### src/rtl/systolic_pkg.sv
// Shared constants and state type for the systolic MAC array, its input
// datapath and the skew feeder.
package systolic_pkg;

  localparam int DATA_W = 8;                  // operand element width
  localparam int N      = 4;                  // array dimension (lanes per edge)
  localparam int BEATS  = 2 * N - 1;          // beats per skewed lane
  localparam int SKEW_W = BEATS * DATA_W;     // skewed lane width (56)
  localparam int CNT_W  = $clog2(BEATS + N);  // wide enough for the flush tail too

  typedef enum logic [1:0] {
    IDLE = 2'd0,
    FEED = 2'd1,
    DONE = 2'd2
  } feeder_state_e;

endpackage

### src/rtl/skew_lane.sv
// One skewed operand lane: snapshot register plus MSB-first byte shifter.
// The presented byte lives in its own register so the array edge is driven
// straight from a flop; the snapshot keeps only the bytes not yet presented.
module skew_lane
  import systolic_pkg::*;
(
  input  logic              clk,
  input  logic              reset,
  input  logic              load,
  input  logic              shift,
  input  logic              clear,
  input  logic [SKEW_W-1:0] din,
  output logic [DATA_W-1:0] beat
);

  logic [SKEW_W-1:0] snap;

  // Snapshot/shift register; clear has priority so a finished or aborted feed
  // leaves the edge at zero.
  // NOTE: the snapshot is an ordinary register bank, not a memory, so it is
  // reset along with the rest of the state and never shows stale operands.
  always_ff @(posedge clk or negedge reset) begin
    if (!reset) begin
      snap <= '0;
      beat <= '0;
    end else if (clear) begin
      snap <= '0;
      beat <= '0;
    end else if (load) begin
      beat <= din[SKEW_W-1 -: DATA_W];
      snap <= din << DATA_W;
    end else if (shift) begin
      // After the last real byte the snapshot is all zero, so further shifts
      // naturally produce the zero flush beats.
      beat <= snap[SKEW_W-1 -: DATA_W];
      snap <= snap << DATA_W;
    end
  end

endmodule

### src/rtl/systolic_skew_feeder.sv
// Skew feeder: snapshots eight skewed operand lanes on load_done and streams
// them one byte per beat onto the west (A) and north (B) array edges under a
// valid/ready handshake.
// Optional feature: define SKEW_FEEDER_FLUSH_EN to append N all-zero beats
// that drain partial products through the array before feed_done.
module systolic_skew_feeder
  import systolic_pkg::*;
(
  input  logic                clk,
  input  logic                reset,
  input  logic                load_done,
  input  logic [SKEW_W-1:0]   A_r1,
  input  logic [SKEW_W-1:0]   A_r2,
  input  logic [SKEW_W-1:0]   A_r3,
  input  logic [SKEW_W-1:0]   A_r4,
  input  logic [SKEW_W-1:0]   B_c1,
  input  logic [SKEW_W-1:0]   B_c2,
  input  logic [SKEW_W-1:0]   B_c3,
  input  logic [SKEW_W-1:0]   B_c4,
  input  logic                array_ready,
  output logic                feed_valid,
  output logic [N*DATA_W-1:0] a_edge,
  output logic [N*DATA_W-1:0] b_edge,
  output logic                feed_done,
  output logic                busy
);

`ifdef SKEW_FEEDER_FLUSH_EN
  localparam int TOTAL_BEATS = BEATS + N;
`else
  localparam int TOTAL_BEATS = BEATS;
`endif
  localparam logic [CNT_W-1:0] LAST_BEAT = CNT_W'(TOTAL_BEATS - 1);

  feeder_state_e    state_q, state_d;
  logic [CNT_W-1:0] beat_cnt, beat_cnt_d;
  logic             feed_valid_d, feed_done_d;
  logic             lane_load, lane_shift, lane_clear;

  logic [SKEW_W-1:0] a_in [N];
  logic [SKEW_W-1:0] b_in [N];

  assign a_in[0] = A_r1;
  assign a_in[1] = A_r2;
  assign a_in[2] = A_r3;
  assign a_in[3] = A_r4;
  assign b_in[0] = B_c1;
  assign b_in[1] = B_c2;
  assign b_in[2] = B_c3;
  assign b_in[3] = B_c4;

  // Next-state and control decode; load_done is only looked at in IDLE so a
  // request during a feed is dropped rather than queued.
  // NOTE: every signal gets a default before the case so no path leaves one
  // unassigned, which would otherwise infer a latch.
  always_comb begin
    state_d      = state_q;
    beat_cnt_d   = beat_cnt;
    feed_valid_d = feed_valid;
    feed_done_d  = 1'b0;
    lane_load    = 1'b0;
    lane_shift   = 1'b0;
    lane_clear   = 1'b0;
    case (state_q)
      IDLE: begin
        if (load_done) begin
          state_d      = FEED;
          lane_load    = 1'b1;
          feed_valid_d = 1'b1;
          beat_cnt_d   = '0;
        end
      end
      FEED: begin
        if (feed_valid && array_ready) begin
          beat_cnt_d = beat_cnt + 1'b1;
          if (beat_cnt == LAST_BEAT) begin
            state_d      = DONE;
            lane_clear   = 1'b1;
            feed_valid_d = 1'b0;
            feed_done_d  = 1'b1;
          end else begin
            lane_shift = 1'b1;
          end
        end
      end
      DONE: begin
        state_d      = IDLE;
        feed_valid_d = 1'b0;
      end
      default: begin
        state_d      = IDLE;
        feed_valid_d = 1'b0;
        lane_clear   = 1'b1;
      end
    endcase
  end

  // State, beat counter and registered status outputs.
  // NOTE: sequential state uses non-blocking assignments so every flop samples
  // the pre-edge values regardless of statement order.
  always_ff @(posedge clk or negedge reset) begin
    if (!reset) begin
      state_q    <= IDLE;
      beat_cnt   <= '0;
      feed_valid <= 1'b0;
      feed_done  <= 1'b0;
      busy       <= 1'b0;
    end else begin
      state_q    <= state_d;
      beat_cnt   <= beat_cnt_d;
      feed_valid <= feed_valid_d;
      feed_done  <= feed_done_d;
      busy       <= (state_d != IDLE);
    end
  end

  // N west-edge and N north-edge lanes; each lane's byte register drives its
  // slice of the edge directly.
  for (genvar i = 0; i < N; i++) begin : g_lane
    skew_lane u_a_lane (
      .clk   (clk),
      .reset (reset),
      .load  (lane_load),
      .shift (lane_shift),
      .clear (lane_clear),
      .din   (a_in[i]),
      .beat  (a_edge[i*DATA_W +: DATA_W])
    );

    skew_lane u_b_lane (
      .clk   (clk),
      .reset (reset),
      .load  (lane_load),
      .shift (lane_shift),
      .clear (lane_clear),
      .din   (b_in[i]),
      .beat  (b_edge[i*DATA_W +: DATA_W])
    );
  end

endmodule

### config.mk
export PLATFORM = sky130hd
export DESIGN_NAME = systolic_skew_feeder
export DESIGN_NICKNAME = d
export VERILOG_FILES = /design/src/rtl/systolic_pkg.sv /design/src/rtl/skew_lane.sv /design/src/rtl/systolic_skew_feeder.sv
export SDC_FILE = /design/constraint.sdc
export NUM_CORES = 1
export LEC_CHECK = 0
export BUFFER_PORTS_ARGS = -buffer_cell sky130_fd_sc_hd__buf_2
export CORE_MARGIN = 2
export CORE_UTILIZATION = 30
export DETAILED_ROUTE_END_ITERATION = 10
export HOLD_SLACK_MARGIN = 0.03
export SETUP_SLACK_MARGIN = 0.05
export SYNTH_ARGS = -nofsm -noshare
export SYNTH_HDL_FRONTEND = slang
export SYNTH_SLANG_ARGS = --single-unit
### constraint.sdc
create_clock -name clk -period 3.2 [get_ports clk]
set_input_delay 0.48 -clock clk [delete_from_list [all_inputs] [get_ports clk]]
set_output_delay 0.48 -clock clk [all_outputs]
set_load 0.02 [all_outputs]
# Yosys cells after proc, flatten, opt, wreduce, memory -nomap -nowiden

Index checks and enable logic that the tools add are counted.

Bits in registers: 521
Bits of input ports: 452
Output and inout port bits: 67

$add $sub $neg: 1
Eq/ne operators: 6
Multiplexer cells: 68
Reduce and logical (&&, ||, !) cells: 8

Operators by type and width:

| cell                                                             | number |
|---|---|
| 56-bit two-way mux                                               | 24 |
| 8-bit two-way mux                                                | 24 |
| 1-bit two-way mux                                                | 11 |
| 4-bit two-way mux                                                | 2 |
| 4-bit case mux with 2 select lines                               | 1 |
| 2-bit two-way mux                                                | 3 |
| 2-bit inequality test (second input constant)                    | 3 |
| 3-bit AND reduction                                              | 2 |
| 4-bit by 1-bit adder with 4-bit output (second input constant)   | 1 |
| 4-bit by 3-bit == test with 1-bit output (second input constant) | 1 |
| 1-bit case mux with 2 select lines                               | 2 |
| 2-bit case mux with 2 select lines                               | 1 |
| 2-bit nonzero test                                               | 2 |
| 3-bit nonzero test                                               | 1 |
| 2-bit by 1-bit == test with 1-bit output (second input constant) | 1 |
| 2-bit == test (second input constant)                            | 1 |
| 2-bit zero test                                                  | 1 |
| 2-bit OR reduction                                               | 1 |
| 1-bit logical AND                                                | 1 |

# Logic depth before layout (Yosys ltp)

Word-level depth: 7
Mapped depth: 7

# Hierarchy

From an unflattened synthesis, not the netlist that was laid out.

Cells, all modules: 2034
Area total of the unflattened synthesis: 23251.0 um^2

By module, submodules not included:

| module               | instances | cells an instance | area each (um^2) |
|---|---|---|---|
| skew_lane            | 8         | 249               | 2845.2 |
| systolic_skew_feeder | 1         | 42                | 489.2 |

# Worst setup path after synthesis

OpenSTA, ideal clock, no wires.

Path type: reg2reg
Start point: reg feed_valid
End point: reg g_lane[0].u_b_lane.beat[4]
Arrival: 1.630 ns
Setup slack: 1.492 ns
Cell stages (with the launch flop): 6
Cell sequence: dfrtp_1 -> a21o_1 -> a21oi_2 -> clkbuf_1 -> clkbuf_1 -> o2bb2ai_1

Word-level cells in the longest chain between the ends: 4

RTL lines:

| item                                                                     | RTL line                    | text |
|---|---|---|
| start, declared                                                          | systolic_skew_feeder.sv:21  | `output logic feed_valid,` |
| start signal, assigned                                                   | systolic_skew_feeder.sv:111 | `feed_valid <= feed_valid_d;` |
| 1-bit logical AND (*)                                                    | systolic_skew_feeder.sv:74  | `if (feed_valid && array_ready) begin` |
| 1-bit two-way mux                                                        | systolic_skew_feeder.sv:74  |  |
| 1-bit case mux with 2 select lines or 1-bit two-way mux (tied branches)  | systolic_skew_feeder.sv:64  | `case (state_q)` |
| 3-bit nonzero test (no source line) or 8-bit two-way mux (tied branches) | --                          |  |
| end signal, assigned                                                     | skew_lane.sv:30             | `beat <= din[SKEW_W-1 -: DATA_W];` |
| end signal, assigned                                                     | skew_lane.sv:35             | `beat <= snap[SKEW_W-1 -: DATA_W];` |
| end, declared                                                            | skew_lane.sv:13             | `output logic [DATA_W-1:0] beat` |

Every way passes the cells marked *; elsewhere a longest branch is shown, timed or not.
A chain may end at the register's enable or synchronous reset.

# Worst setup path after layout

Start point: reg state_q[0]
End point: reg g_lane[3].u_b_lane.snap[26]

Word-level cells in the longest chain between the ends: 4

RTL lines:

| item                                                                      | RTL line                                    | text |
|---|---|---|
| start, declared                                                           | systolic_skew_feeder.sv:35                  | `feeder_state_e state_q, state_d;` |
| start signal, assigned                                                    | systolic_skew_feeder.sv:109                 | `state_q <= state_d;` |
| 2-bit == test or 2-bit zero test (tied branches)                          | systolic_skew_feeder.sv:64                  |  |
| 2-bit OR reduction (no source line) or 1-bit two-way mux (tied branches)  | --                                          |  |
| 1-bit case mux with 2 select lines or 56-bit two-way mux (tied branches)  | systolic_skew_feeder.sv:64, skew_lane.sv:29 |  |
| 3-bit nonzero test (no source line) or 56-bit two-way mux (tied branches) | --                                          |  |
| end signal, assigned                                                      | skew_lane.sv:31                             | `snap <= din << DATA_W;` |
| end signal, assigned                                                      | skew_lane.sv:36                             | `snap <= snap << DATA_W;` |
| end, declared                                                             | skew_lane.sv:16                             | `logic [SKEW_W-1:0] snap;` |

Several ways; a longest one is shown, not always the timed one.

==> impl_metrics.tcl <==
set metrics [dict create \
    wl_um 59400 \
    required_ns 3.65 \
    synth_largest_area_cell "dfrtp_1" \
    hold_violations 0 \
    core-area_um2 67000 \
    powerDensity_nw_per_um2 863 \
    cts_resized 0 \
    overflow 0 \
    grt_max_degree 119 \
    crit_chain "or3b_4, buf_12, buf_12, mux2i_1, o2bb2ai_1" \
    switchingPower_mw 7.73 \
    area_growth_pct 26.3 \
    p_int_mw 14.4 \
    initial_core_util_pct 30.3 \
    peakVddDrop_v 0.000468 \
    yosys-top-cells-area "dfrtp_1 (56%), mux2i_1 (19%), o2bb2ai_1 (17%)" \
    vias 14600 \
    pwr-share-clk_pct 26.3 \
    pin_count 519 \
    critical-path-top-delay-family "buffers and inverters" \
    max_stage_delay_ns 0.53 \
    antenna_found_initial 17 \
    fin_crit_ns 2.33 \
    syn_area_per_cell_um2 13.8 \
    slew_violations 0 \
    synth.most_common_cell "dfrtp_1" \
    max_freq_mhz 429 \
    grt.total_usage_pct 16.8 \
    yosysTopAreaCellShare_pct 56.4 \
    placed_area_um2 23900 \
    hold_depth 2 \
    die_h_um 264 \
    ff2ff_path_depth 5 \
    hpwl_um 41800 \
    fin_crit_sh_pct 72.9 \
    cp_slowest_cell "dfrtp_1" \
    globalplace.congestion 0.829 \
    clk_latency_ns 0.58 \
    worst_pin_slew_ns 0.706 \
    holdCritPathClass "input port to flip-flop" \
    cts.sinks 457 \
    clk_pin_slew_ns 0.06 \
    sw_frac_of_total_pct 34.9 \
    firstDrtPassIters 5 \
    wl_per_cell_um 20.6 \
    grt_first_pass_wirelength_um 93400 \
    regArea_um2 11400 \
    fin_util_pct 38.2 \
    setup_viol 0 \
    p_leak_nw 13.7 \
    clockRootBuffer "clkbuf_16" \
    cts_tree "done" \
    stdcell_area_um2 25600 \
    drv_cap 0 \
    yosysSeqAreaShare_pct 56.4 \
    status "complete, no violations" \
    grt_pass1_vias 15800 \
    die_x_um 264 \
    slew_headroom_pct 52.9 \
    synthCells 1466 \
    h-tree-depth 2 \
    crit_cells 5 \
    synth.distinct_cells 26 \
    drc 0 \
    comb_power_share_pct 33.0 \
    ys_warn_count 0 \
    arrival_ns 2.78 \
    cp.buffers_inverters 2 \
    worstSetupPathType "flip-flop to flip-flop" \
    fin_tns_setup_ns 0 \
    seq_power_share_pct 40.7 \
    synthesis.area_um2 20300 \
    netlist_top_cells_count "dfrtp_1 (457), mux2i_1 (384), o2bb2ai_1 (384), a22o_1 (64), clkbuf_1 (54)" \
    fin_cells 2882 \
    fin_nets 2415 \
    rows 95 \
    critPathMostFrequentCell "buf_12" \
    final_antenna_net_count 0 \
    multiInputGateArea_um2 8000 \
    cp-end-kind "flip-flop" \
    first_iter_violations 963 \
    syn-num-nets 1920 \
    portBuffers 518 \
    numCtsBuffers 51 \
    die_area_um2 69700 \
    cts_buffer_depth 3 \
    via_per_inst 5.08 \
    nFillCells 6520 \
    rsz0062_at_grt "false" \
    dp.cells 2780 \
    drive_above_1_share_pct 33.6 \
    ys.flop_type "dfrtp_1" \
    synth_seq_cells 457 \
    startpoint_type "flip-flop" \
    synth-edff-count 0 \
    cp_max_fo 39 \
    skew_ns 0.0225 \
    async_flop_share_pct 100 \
]
## cells by family (layout without fill, tap and decap cells)
group | Yosys count | after routing | share of synthesized area (%)
mux | 384 | 384 | 18.9
other cells | 0 | 8 | 0
buf+inv | 145 | 680 | 4.28
compound gates | 461 | 461 | 19.8
simple gates | 17 | 17 | 0.487
flops | 457 | 457 | 56.4
fa+ha+maj | 2 | 2 | 0.123
## metrics by stage
stage | power, mW | hold slack (ns) | setup WS (ns)
5_1_grt | 23.5 | 0.0931 | 0.735
4_1_cts | 22.4 | 0.0726 | 0.870
2_1_floorplan | 14.0 | 0.184 | 1.49
6_report | 22.1 | 0.123 | 0.867
3_5_place_dp | 16.4 | 0.469 | 0.758
3_3_place_gp | 16.2 | 0.465 | 0.794
## power by group through the flow
stage	clock network [mW]	logic [mW]	registers, mW
after floorplan	0	5.10	8.91
after global placement	0	7.17	9.04
after detailed placement	0	7.38	9.06
after CTS	6.02	7.38	9.02
after global routing	6.24	8.00	9.25
final	5.83	7.29	9.01
## what timing repair did
| action | CTS | global route |
|---|---|---|
| hold endpoints to repair | 62 | 0 |
| hold buffers | 1 | 0 |
| setup buffers | 0 | 0 |
## routing by layer
layer | share of wire [%] | global-route usage (%) | vias to the layer above
met1 | 44 | 22.1 | 7374
met4 | 2.3 | 5.05 | 16
met3 | 6.6 | 4.41 | 94
met2 | 47 | 27.0 | 467
met5 | 0.13 | 0 | -
li1 | - | - | 6698
## registers in the layout (all words and copies together) (netlist names)
register / cells
beat_cnt: 4
busy: 1
feed_done: 1
feed_valid: 1
g_lane.u_a_lane.beat: 32
g_lane.u_a_lane.snap: 192
g_lane.u_b_lane.beat: 32
g_lane.u_b_lane.snap: 192
state_q: 2
## layout by cell type (no fill, tap or decap), drive strengths merged
cell type / count
o2bb2ai: 385
buf: 584
nand3b: 1
nand2: 2
dlygate4sd3: 1
nand3: 4
or3: 2
a21o: 1
clkinvlp: 2
nand4b: 1
nor2: 4
diode: 8
dfrtp: 457
o21bai: 1
or3b: 1
clkinv: 11
nor2b: 1
o21ai: 6
ha: 2
nor3b: 1
mux2i: 384
a21oi: 4
inv: 5
a22o: 64
bufinv: 1
clkbuf: 76
## area by class of cell
class	count	share of cell area, %
repair buffers	585	13.2
clock inverters	17	0.493
well taps	873	4.26
multi-input cells	864	31.2
diodes	8	0.0781
inverters	2	0.0293
flip-flops and latches	457	44.6
clock buffers	76	6.06
## path summary, 6_finish.rpt
kind | startpoint | to | slack (ns)
worst max register to register | state_q[0] | g_lane[3].u_b_lane.snap[26] | 0.87
worst max-delay path | state_q[0] | g_lane[3].u_b_lane.snap[26] | 0.87
max in group asynchronous | reset | beat_cnt[3] | 1.70
worst min-delay path | A_r1[2] | g_lane[0].u_a_lane.snap[10] | 0.12
min in group asynchronous | reset | g_lane[3].u_a_lane.snap[49] | 0.49
worst min register to register | g_lane[1].u_b_lane.beat[7] | g_lane[1].u_b_lane.beat[7] | 0.48
(Power assumes the default switching activity.)
